File: src/rtl/ahblite_gcd_pkg.sv
// ahblite_gcd_pkg
// Shared definitions for the AHB-Lite GCD engine: register word offsets
// (HADDR[4:2]), CTRL/STATUS bit positions and the engine state encoding.
package ahblite_gcd_pkg;

  // Word offsets, HADDR[4:2]
  localparam logic [2:0] OFF_A      = 3'd0;
  localparam logic [2:0] OFF_B      = 3'd1;
  localparam logic [2:0] OFF_CTRL   = 3'd2;
  localparam logic [2:0] OFF_STATUS = 3'd3;
  localparam logic [2:0] OFF_RESULT = 3'd4;

  // CTRL bits
  localparam int CTRL_START  = 0;
  localparam int CTRL_IRQ_EN = 1;
  localparam int CTRL_FLUSH  = 2;

  // STATUS bits
  localparam int STAT_BUSY  = 0;
  localparam int STAT_DONE  = 1;
  localparam int STAT_OVF   = 2;
  localparam int STAT_ERR   = 3;
  localparam int STAT_EMPTY = 4;
  localparam int STAT_FULL  = 5;
  localparam int STAT_CNT_LO = 8;
  localparam int STAT_CNT_HI = 12;

  typedef enum logic [1:0] {
    ST_IDLE = 2'd0,
    ST_LOAD = 2'd1,
    ST_CALC = 2'd2,
    ST_PUSH = 2'd3
  } gcd_state_e;

endpackage

File: src/rtl/gcd_iter_core.sv
// gcd_iter_core
// Subtract-based Euclid engine.
//   clk, rst_n      : clock, async active-low reset
//   i_start         : start request, honoured only in IDLE
//   i_a, i_b        : operands, sampled in LOAD
//   o_res, o_valid  : result, valid for the single PUSH cycle
//   o_busy          : high whenever the FSM is not IDLE
module gcd_iter_core
  import ahblite_gcd_pkg::*;
#(
  parameter int WIDTH = 32
) (
  input  logic             clk,
  input  logic             rst_n,
  input  logic             i_start,
  input  logic [WIDTH-1:0] i_a,
  input  logic [WIDTH-1:0] i_b,
  output logic [WIDTH-1:0] o_res,
  output logic             o_valid,
  output logic             o_busy
);

  gcd_state_e       r_state, w_nxt;
  logic [WIDTH-1:0] r_a, r_b, r_res;
  logic             w_zero_op;

  assign w_zero_op = (i_a == '0) || (i_b == '0);

  always_ff @(posedge clk or negedge rst_n) begin
    if (!rst_n) r_state <= ST_IDLE;
    else        r_state <= w_nxt;
  end

  always_comb begin
    w_nxt = r_state;
    case (r_state)
      ST_IDLE: if (i_start) w_nxt = ST_LOAD;
      ST_LOAD: w_nxt = w_zero_op ? ST_PUSH : ST_CALC;
      ST_CALC: if (r_a == r_b) w_nxt = ST_PUSH;
      ST_PUSH: w_nxt = ST_IDLE;
      default: w_nxt = ST_IDLE;
    endcase
  end

  always_ff @(posedge clk or negedge rst_n) begin
    if (!rst_n) begin
      r_a   <= '0;
      r_b   <= '0;
      r_res <= '0;
    end else begin
      case (r_state)
        ST_LOAD: begin
          r_a   <= i_a;
          r_b   <= i_b;
          // With one operand zero the OR is the other operand (0 for 0,0)
          r_res <= i_a | i_b;
        end
        ST_CALC: begin
          if (r_a > r_b)      r_a   <= r_a - r_b;
          else if (r_b > r_a) r_b   <= r_b - r_a;
          else                r_res <= r_a;
        end
        default: ;
      endcase
    end
  end

  assign o_res   = r_res;
  assign o_valid = (r_state == ST_PUSH);
  assign o_busy  = (r_state != ST_IDLE);

endmodule

File: src/rtl/ahblite_gcd_engine.sv
// ahblite_gcd_engine
// AHB-Lite slave wrapping gcd_iter_core with operand registers, a pop-on-read
// result FIFO, sticky DONE/OVF/ERR flags and an optional level interrupt.
// Optional feature macro: GCD_IRQ_EN (CTRL.IRQ_EN and IRQ output); when not
// defined IRQ is tied low and CTRL bit1 reads 0.
//   HCLK, HRESETn         : clock, async active-low reset
//   HSEL..HREADY          : AHB-Lite slave inputs
//   HREADYOUT, HRESP      : constant OKAY / zero wait
//   HRDATA                : read data, zero-extended above WIDTH
//   IRQ                   : level interrupt
module ahblite_gcd_engine
  import ahblite_gcd_pkg::*;
#(
  parameter int WIDTH      = 32,
  parameter int FIFO_DEPTH = 4
) (
  input  logic        HCLK,
  input  logic        HRESETn,
  input  logic        HSEL,
  input  logic [31:0] HADDR,
  input  logic [1:0]  HTRANS,
  input  logic [2:0]  HSIZE,
  input  logic [3:0]  HPROT,
  input  logic        HWRITE,
  input  logic [31:0] HWDATA,
  input  logic        HREADY,
  output logic        HREADYOUT,
  output logic [31:0] HRDATA,
  output logic        HRESP,
  output logic        IRQ
);

  localparam int PW = $clog2(FIFO_DEPTH);
  localparam int CW = PW + 1;

  // Bus address phase
  logic       r_act, r_wr;
  logic [2:0] r_off;

  always_ff @(posedge HCLK or negedge HRESETn) begin
    if (!HRESETn) begin
      r_act <= 1'b0;
      r_wr  <= 1'b0;
      r_off <= '0;
    end else begin
      r_act <= HSEL & HTRANS[1] & HREADY;
      r_wr  <= HWRITE;
      r_off <= HADDR[4:2];
    end
  end

  logic w_wr_ev, w_rd_ev;
  assign w_wr_ev = r_act & r_wr;
  assign w_rd_ev = r_act & ~r_wr;

  // Operand registers
  logic [WIDTH-1:0] r_a, r_b;

  always_ff @(posedge HCLK or negedge HRESETn) begin
    if (!HRESETn) begin
      r_a <= '0;
      r_b <= '0;
    end else if (w_wr_ev) begin
      if (r_off == OFF_A) r_a <= HWDATA[WIDTH-1:0];
      if (r_off == OFF_B) r_b <= HWDATA[WIDTH-1:0];
    end
  end

  // Control decode
  logic w_ctrl_wr, w_stat_wr, w_start_req, w_start, w_flush;
  logic w_busy, w_valid;
  logic [WIDTH-1:0] w_res;

  assign w_ctrl_wr   = w_wr_ev && (r_off == OFF_CTRL);
  assign w_stat_wr   = w_wr_ev && (r_off == OFF_STATUS);
  assign w_start_req = w_ctrl_wr & HWDATA[CTRL_START];
  assign w_start     = w_start_req & ~w_busy;
  assign w_flush     = w_ctrl_wr & HWDATA[CTRL_FLUSH];

  gcd_iter_core #(.WIDTH(WIDTH)) u_core (
    .clk     (HCLK),
    .rst_n   (HRESETn),
    .i_start (w_start),
    .i_a     (r_a),
    .i_b     (r_b),
    .o_res   (w_res),
    .o_valid (w_valid),
    .o_busy  (w_busy)
  );

  // Result FIFO
  logic [WIDTH-1:0] r_mem [FIFO_DEPTH];
  logic [PW-1:0]    r_wp, r_rp;
  logic [CW-1:0]    r_cnt;
  logic             w_empty, w_full, w_push, w_pop;

  assign w_empty = (r_cnt == '0);
  assign w_full  = (r_cnt == CW'(FIFO_DEPTH));
  // A full FIFO drops the incoming result even if a pop lands the same cycle
  assign w_push  = w_valid & ~w_full;
  assign w_pop   = w_rd_ev && (r_off == OFF_RESULT) && !w_empty;

  always_ff @(posedge HCLK or negedge HRESETn) begin
    if (!HRESETn) begin
      r_wp  <= '0;
      r_rp  <= '0;
      r_cnt <= '0;
      for (int i = 0; i < FIFO_DEPTH; i++) r_mem[i] <= '0;
    end else if (w_flush) begin
      r_wp  <= '0;
      r_rp  <= '0;
      r_cnt <= '0;
    end else begin
      if (w_push) begin
        r_mem[r_wp] <= w_res;
        r_wp        <= r_wp + 1'b1;
      end
      if (w_pop) r_rp <= r_rp + 1'b1;
      r_cnt <= r_cnt + CW'(w_push) - CW'(w_pop);
    end
  end

  // Sticky flags; a set in the same cycle as a clear wins
  logic r_done, r_ovf, r_err;
  logic [31:0] w_clr;
  assign w_clr = w_stat_wr ? HWDATA : 32'd0;

  always_ff @(posedge HCLK or negedge HRESETn) begin
    if (!HRESETn) begin
      r_done <= 1'b0;
      r_ovf  <= 1'b0;
      r_err  <= 1'b0;
    end else begin
      r_done <= (r_done & ~w_clr[STAT_DONE]) | w_valid;
      r_ovf  <= (r_ovf  & ~w_clr[STAT_OVF])  | (w_valid & w_full);
      r_err  <= (r_err  & ~w_clr[STAT_ERR])  | (w_start_req & w_busy);
    end
  end

  // Interrupt
  logic w_irq_en;
`ifdef GCD_IRQ_EN
  logic r_irq_en;
  always_ff @(posedge HCLK or negedge HRESETn) begin
    if (!HRESETn)       r_irq_en <= 1'b0;
    else if (w_ctrl_wr) r_irq_en <= HWDATA[CTRL_IRQ_EN];
  end
  assign w_irq_en = r_irq_en;
  assign IRQ      = r_irq_en & (r_done | r_ovf | r_err);
`else
  assign w_irq_en = 1'b0;
  assign IRQ      = 1'b0;
`endif

  // Read mux, combinational off the registered offset
  logic [31:0] w_stat, w_rdata;

  always_comb begin
    w_stat = '0;
    w_stat[STAT_BUSY]  = w_busy;
    w_stat[STAT_DONE]  = r_done;
    w_stat[STAT_OVF]   = r_ovf;
    w_stat[STAT_ERR]   = r_err;
    w_stat[STAT_EMPTY] = w_empty;
    w_stat[STAT_FULL]  = w_full;
    w_stat[STAT_CNT_HI:STAT_CNT_LO] = 5'(r_cnt);
  end

  always_comb begin
    w_rdata = '0;
    if (w_rd_ev) begin
      case (r_off)
        OFF_A:      w_rdata = 32'(r_a);
        OFF_B:      w_rdata = 32'(r_b);
        OFF_CTRL:   w_rdata[CTRL_IRQ_EN] = w_irq_en;
        OFF_STATUS: w_rdata = w_stat;
        OFF_RESULT: w_rdata = w_empty ? 32'd0 : 32'(r_mem[r_rp]);
        default:    w_rdata = '0;
      endcase
    end
  end

  assign HRDATA    = w_rdata;
  assign HREADYOUT = 1'b1;
  assign HRESP     = 1'b0;

  logic w_unused;
  assign w_unused = &{1'b0, HSIZE, HPROT, HADDR[31:5], HADDR[1:0], HTRANS[0], HWDATA};

endmodule

File: config.mk
export PLATFORM = sky130hd
export DESIGN_NAME = ahblite_gcd_engine
export DESIGN_NICKNAME = d
export VERILOG_FILES = /design/src/rtl/ahblite_gcd_pkg.sv /design/src/rtl/gcd_iter_core.sv /design/src/rtl/ahblite_gcd_engine.sv
export SDC_FILE = /design/constraint.sdc
export NUM_CORES = 1
export LEC_CHECK = 0
export CELL_PAD_IN_SITES_DETAIL_PLACEMENT = 0
export CELL_PAD_IN_SITES_GLOBAL_PLACEMENT = 2
export CORE_MARGIN = 8
export CORE_UTILIZATION = 40
export DETAILED_ROUTE_END_ITERATION = 10
export GPL_ROUTABILITY_DRIVEN = 0
export PLACE_DENSITY = 0.81
export SLEW_MARGIN = 20
export SYNTH_ARGS = -nofsm -noshare
export SYNTH_HDL_FRONTEND = slang
export SYNTH_SLANG_ARGS = --single-unit
File: constraint.sdc
create_clock -name HCLK -period 3.29 [get_ports HCLK]
set_clock_uncertainty 0.1 [all_clocks]
set_input_delay 0.8225 -clock HCLK [delete_from_list [all_inputs] [get_ports HCLK]]
set_output_delay 0.8225 -clock HCLK [all_outputs]
set_load 0.02 [all_outputs]
---- Word-level counts from Yosys, hierarchy flattened ----
Cells that the tools add are included.
operators by class
  reductions and logical operators ........ 23
  equality and inequality tests ........... 15
  $lt $le $gt $ge ......................... 5
  $add $sub $neg .......................... 6
  bitwise gates (word level) .............. 26
  multiplexer cells ....................... 29
operators by type and width
  operator                                                          count
  32-bit 2-to-1 mux                                                 10
  32-bit case mux with 2 select lines                               3
  128-bit bitwise mux                                               1
  30-bit case mux with 4 select lines                               1
  32-bit binary-select mux with 2-bit select                        1
  32-bit demux with 2-bit select                                    1
  32-bit greater-than comparator                                    2
  32-bit logical NOT                                                2
  32-bit subtractor                                                 2
  32-bit == test                                                    1
  32-bit OR                                                         1
  1-bit AND                                                         13
  2-bit 2-to-1 mux                                                  6
  2-bit AND reduction                                               5
  2-bit by 1-bit != test with 1-bit output (second input constant)  4
  1-bit case mux with 4 select lines                                2
  2-bit case mux with 4 select lines                                1
  2-bit nonzero test                                                4
  1-bit inverter                                                    7
  3-bit by 2-bit == test with 1-bit output (second input constant)  2
  3-bit == test (second input constant)                             2
  3-bit greater-or-equal comparator (second input constant)         2
  3-bit logical NOT                                                 2
  2-bit inverter with 3-bit output                                  2
  17 further kinds                                                  27
storage, ports and cells
  input port bits ......................... 78
  output and inout bits ................... 35
  logic and storage cells ................. 123
  flip-flop bits (word level) ............. 305

---- Longest topological paths before layout ----
  depth after elaboration ................. 7
  mapped depth ............................ 14
  mapped depth without buffers ............ 12

---- Modules after synthesis ----
Synthesis repeated with hierarchy kept, for this count alone.
unflattened totals
  cells, all modules ...................... 1688
  area total of the unflattened synthesis .. 18126.1 um^2
by module, submodules not included
  module              instances  sequential area each (um^2)  cells each  area an instance (um^2)
  ahblite_gcd_engine  1          5180.0                       614         9476.6
  gcd_iter_core       1          2452.4                       1074        8649.5

---- Least setup slack after synthesis ----
OpenSTA, ideal clock, no wires.
  path type ............................... register to output
  start ................................... register r_rp[0]
  end ..................................... output port HRDATA[11]
  required time ........................... 2.368 ns
  stages on the path, launching flop included .. 6
  slack ................................... 0.216 ns
  arrival time ............................ 2.152 ns
  path through ............................ dfrtp_1 clkbuf_1 buf_1 mux4_2 a222oi_1 nor2_1
between the ends
  longest elaborated chain between the ends .. 7
RTL lines
  item                                                    line                       text
  from (decl)                                             ahblite_gcd_engine.sv:93   logic [PW-1:0] r_wp, r_rp;
  from (signal assigned)                                  ahblite_gcd_engine.sv:118  if (w_pop) r_rp <= r_rp + 1'b1;
  2-bit inverter with 3-bit output (not written as such)  ahblite_gcd_engine.sv:177  OFF_RESULT: w_rdata = w_empty ? 32'd0 : 32'(r_mem[r_rp]);
  32-bit binary-select mux with 2-bit select              ahblite_gcd_engine.sv:177
  32-bit 2-to-1 mux (not written as such) (2 in a row)    ahblite_gcd_engine.sv:177
  32-bit 2-to-1 mux                                       ahblite_gcd_engine.sv:177
  30-bit case mux with 4 select lines                     ahblite_gcd_engine.sv:172  case (r_off)
  32-bit 2-to-1 mux                                       ahblite_gcd_engine.sv:171  if (w_rd_ev) begin
  to (decl)                                               ahblite_gcd_engine.sv:28   output logic [31:0] HRDATA,
Every way passes these cells. The select of a mux whose other input is x is not followed.

---- Worst setup path in the final report ----
  start ................................... register r_rp[0]
  end ..................................... output port HRDATA[19]
Same word-level chain as after synthesis.

==> summary.md <==
| Metric | Value |
|---|---|
| Share of layout cells above drive strength 1 | 28.67% |
| Slew @ Worst Pin | 0.7257 ns |
| Area Overhead vs Synth | 17.57% |
| Initial antenna violation count | 0 |
| Final wirelength | 53350 um |
| Die area | 52200 um2 |
| PortBufs | 72 |
| DRT Pass-1 Iters | 5 |
| Slew Limit Headroom | 51.62% |
| Skew-Pair Late Insertion Delay | 0.54 ns |
| DRC viols | 0 |
| Peak VDD IR | 0.4838 mV |
| Num rows | 78 |
| All-layer global routing usage | 19.77% |
| WL/cell | 22.20 um |
| Unrepaired setup endpoints after global routing | yes |
| CTS tree | built |
| Crit path kind | flop to primary output |
| Global-route wire length before repair | 81970 um |
| Failing checks | setup timing |
| Synthesized area | 18060 um2 |
| Largest net degree at the start of global routing | 90 |
| Fillers | 4101 |
| Max-cap violations | 0 |
| Initial core utilization | 40.14% |
| GR Overflow Total | 0 |
| Commonest non-fill, non-tap cell in the layout | dfrtp_1 |
| Complex-gate fraction of the synthesized area | 14.07% |
| FF+latch count, synth | 305 |
| DRT iter0 DRCs | 1113 |
| Hold_ws | 0.2244 ns |
| Tcrit/Tclk final | 102.2% |
| Post-Syn Area per Cell | 10.85 um2 |
| ANT cells | 0 |
| H-tree levels | 2 |
| Crit path launch | r_rp[0] |
| Status | finished with violations |
| Critical Path Start Type | flop |
| Worst-path fanout max | 10 |
| Via Count | 13400 |
| CP endpoint kind | primary output |
| Clock Path Buffers | 3 |
| Slowest-stage cell, CP | mux4_2 |
| Synth Instances | 1664 |
| Async S/R FF share, synth | 100.0% |
| Yosys warnings | 0 |
| Max stage delay on crit path | 0.54 ns |
| Synth Area in XOR/XNOR | 2.813% |
| Die width | 228.5 um |
| Place WS | 0.04442 ns |
| Ys flop type | dfrtp_1 |
| CTS Buf Count | 36 |
| Power per cell area | 1136 nW/um2 |
| Worst-path cell chain | buf_8 -> buf_4 -> mux4_2 -> a222oi_1 -> buf_4 -> nor2_1 -> buf_4 |
| Simple-gate share of the synthesized area | 9.492% |
| Vias in the first global route | 13580 |
| I/O pins | 113 |
| Slew Viols, Final | 0 |
| Largest family of logic cells by synthesized area | multiplexers |
| Sequential cell area | 7635 um2 |
| Register area share after synthesis | 42.26% |
| Commonest non-fill, non-tap cells in the layout | dfrtp_1 (303), mux2_2 (192), a21oi_1 (154) |
| Multi-input logic area | 9618 um2 |
| Root buffer cell | clkbuf_16 |
| Die H | 228.5 um |
| WP data arrival | 2.44 ns |
| Fin util | 47.19% |
| Setup ws final | -0.07219 ns |
| Final Hold Fails | 0 |
| Synth unique cells | 87 |
| Max Freq | 297.4 MHz |
| Endpoints failing setup | 11 |
| CP most frequent cell | buf_4 |
| Synthesized-area fraction occupied by adder cells | 5.460% |
| Multiplexer share of the synthesized area | 20.85% |
| Final setup TNS | -0.3675 ns |
| Vias per cell | 5.576 |
| Fin nets | 1937 |
| Fin crit period | 3.362 ns |
| Hold Path Class | primary input to asynchronous set/reset pin |
| Core area | 44990 um2 |
| Clock slew at reported path FFs | 0.06 ns |
| Number of enable flip-flop cells after synthesis | 0 |
| Antenna viol nets, final | 0 |
| LEAKAGE | 0.009717 uW |
| Reg-to-Reg Start | u_core.r_b[15] |
| Hpwl dp | 38670 um |
| Worst Path Required | 2.37 ns |
| CTS sink count | 305 |
## Yosys cell counts (all sizes together), types with 5 or more instances
cell	n	share of area (%)
dfrtp	305	42
mux2	231	15
a21oi	170	5.0
nor2	123	2.6
nand2	85	1.8
inv	80	1.7
ha	74	5.1
buf	70	2.5
o21ai	65	1.9
nor3	49	1.4
clkbuf	39	0.81
mux2i	33	1.8
xnor2	33	1.6
a21o	32	1.3
mux4	32	4.0
xor2	25	1.2
a222oi	23	1.3
nor4	18	0.69
nand4	16	0.80
a211oi	14	0.78
nor2b	14	0.53
nand3	13	0.36
o211ai	11	0.46
o21a	10	0.42
a22oi	9	0.37
and3	9	0.31
nand2b	9	0.33
a21boi	7	0.35
a31oi	6	0.21
o21bai	6	0.25
and2	5	0.20
o221ai	5	0.31
## logic make-up (layout without fill, tap and decap cells)
family                     Yosys count  after routing
muxes                              296            296
AOI/OAI and AO/OA                  383            383
adders and majority gates           77             77
buffers and inverters              190            328
and+or+nand+nor                    353            353
other                                2              3
xor gates and xnor gates            58             58
DFF                                305            305
## where the power goes
group / switching [uW] / internal (uW) / leakage, uW / total (uW)
Sequential: 977 / 5090 / 0.00396 / 6060
Combinational: 7760 / 6350 / 0.00518 / 14100
Clock: 1600 / 2360 / 0.000576 / 3960
## state kept, by name (all words and copies together), names as in the netlist
name / flops
r_mem: 128
r_a: 32
r_b: 32
u_core.o_res: 32
u_core.r_a: 32
u_core.r_b: 32
r_cnt: 3
r_off: 3
r_rp: 2
r_wp: 2
u_core.r_state: 2
r_act: 1
r_done: 1
r_err: 1
r_ovf: 1
r_wr: 1
## cell type report
class                      count  area share (%)
sequential                   305           35.96
inverter                      81           1.432
clock inverter                11          0.5304
clock buffer                  48           4.885
multi-input combinational   1170           45.30
timing repair buffer         188           8.356
tap                          600           3.536
## what timing repair did
item	CTS	global route
buffers inserted	4	6
resized for setup	108	30
hold buffers	0	0
pin swaps	10	12
cloned	0	1
endpoints found under the setup margin	32	58
## metal layers
layer | track usage, % | share of wire [%] | vias up | wire length [um]
li1 | - | - | 6217 | -
met1 | 28.92 | 48 | 6796 | 25780
met2 | 30.20 | 45 | 309 | 23900
met3 | 2.730 | 4.5 | 76 | 2379
met4 | 5.595 | 2.4 | 0 | 1286
met5 | 0 | 0 | - | 0
## final timing paths
kind,depth (start not counted),end,slack [ns]
hold reg to reg,1,r_done,0.38
max in group asynchronous,2,u_core.r_b[2],2.04
min in group HCLK,1,r_done,0.38
hold / removal,1,r_mem[59],0.22
setup reg to reg,12,u_core.o_res[27],0.10
setup / recovery,7,HRDATA[19],-0.07
## per-stage QoR
stage                     cells  total power (uW)  instance area, um2
after floorplan            1665             15670               18060
after global placement     2334             19510               20000
after detailed placement   2334             19650               20000
after CTS                  2397             23790               21090
after global routing       2403             25670               21230
final                      2403             24130               21230
## worst max-delay path, delay by kind of cell, from the launching register on
kind	cells	cell delay, ns
mux	1	0.54
simple gates	1	0.03
buf+inv	4	0.62
compound gates	1	0.33
flops	1	0.38
(Power assumes the default switching activity.)
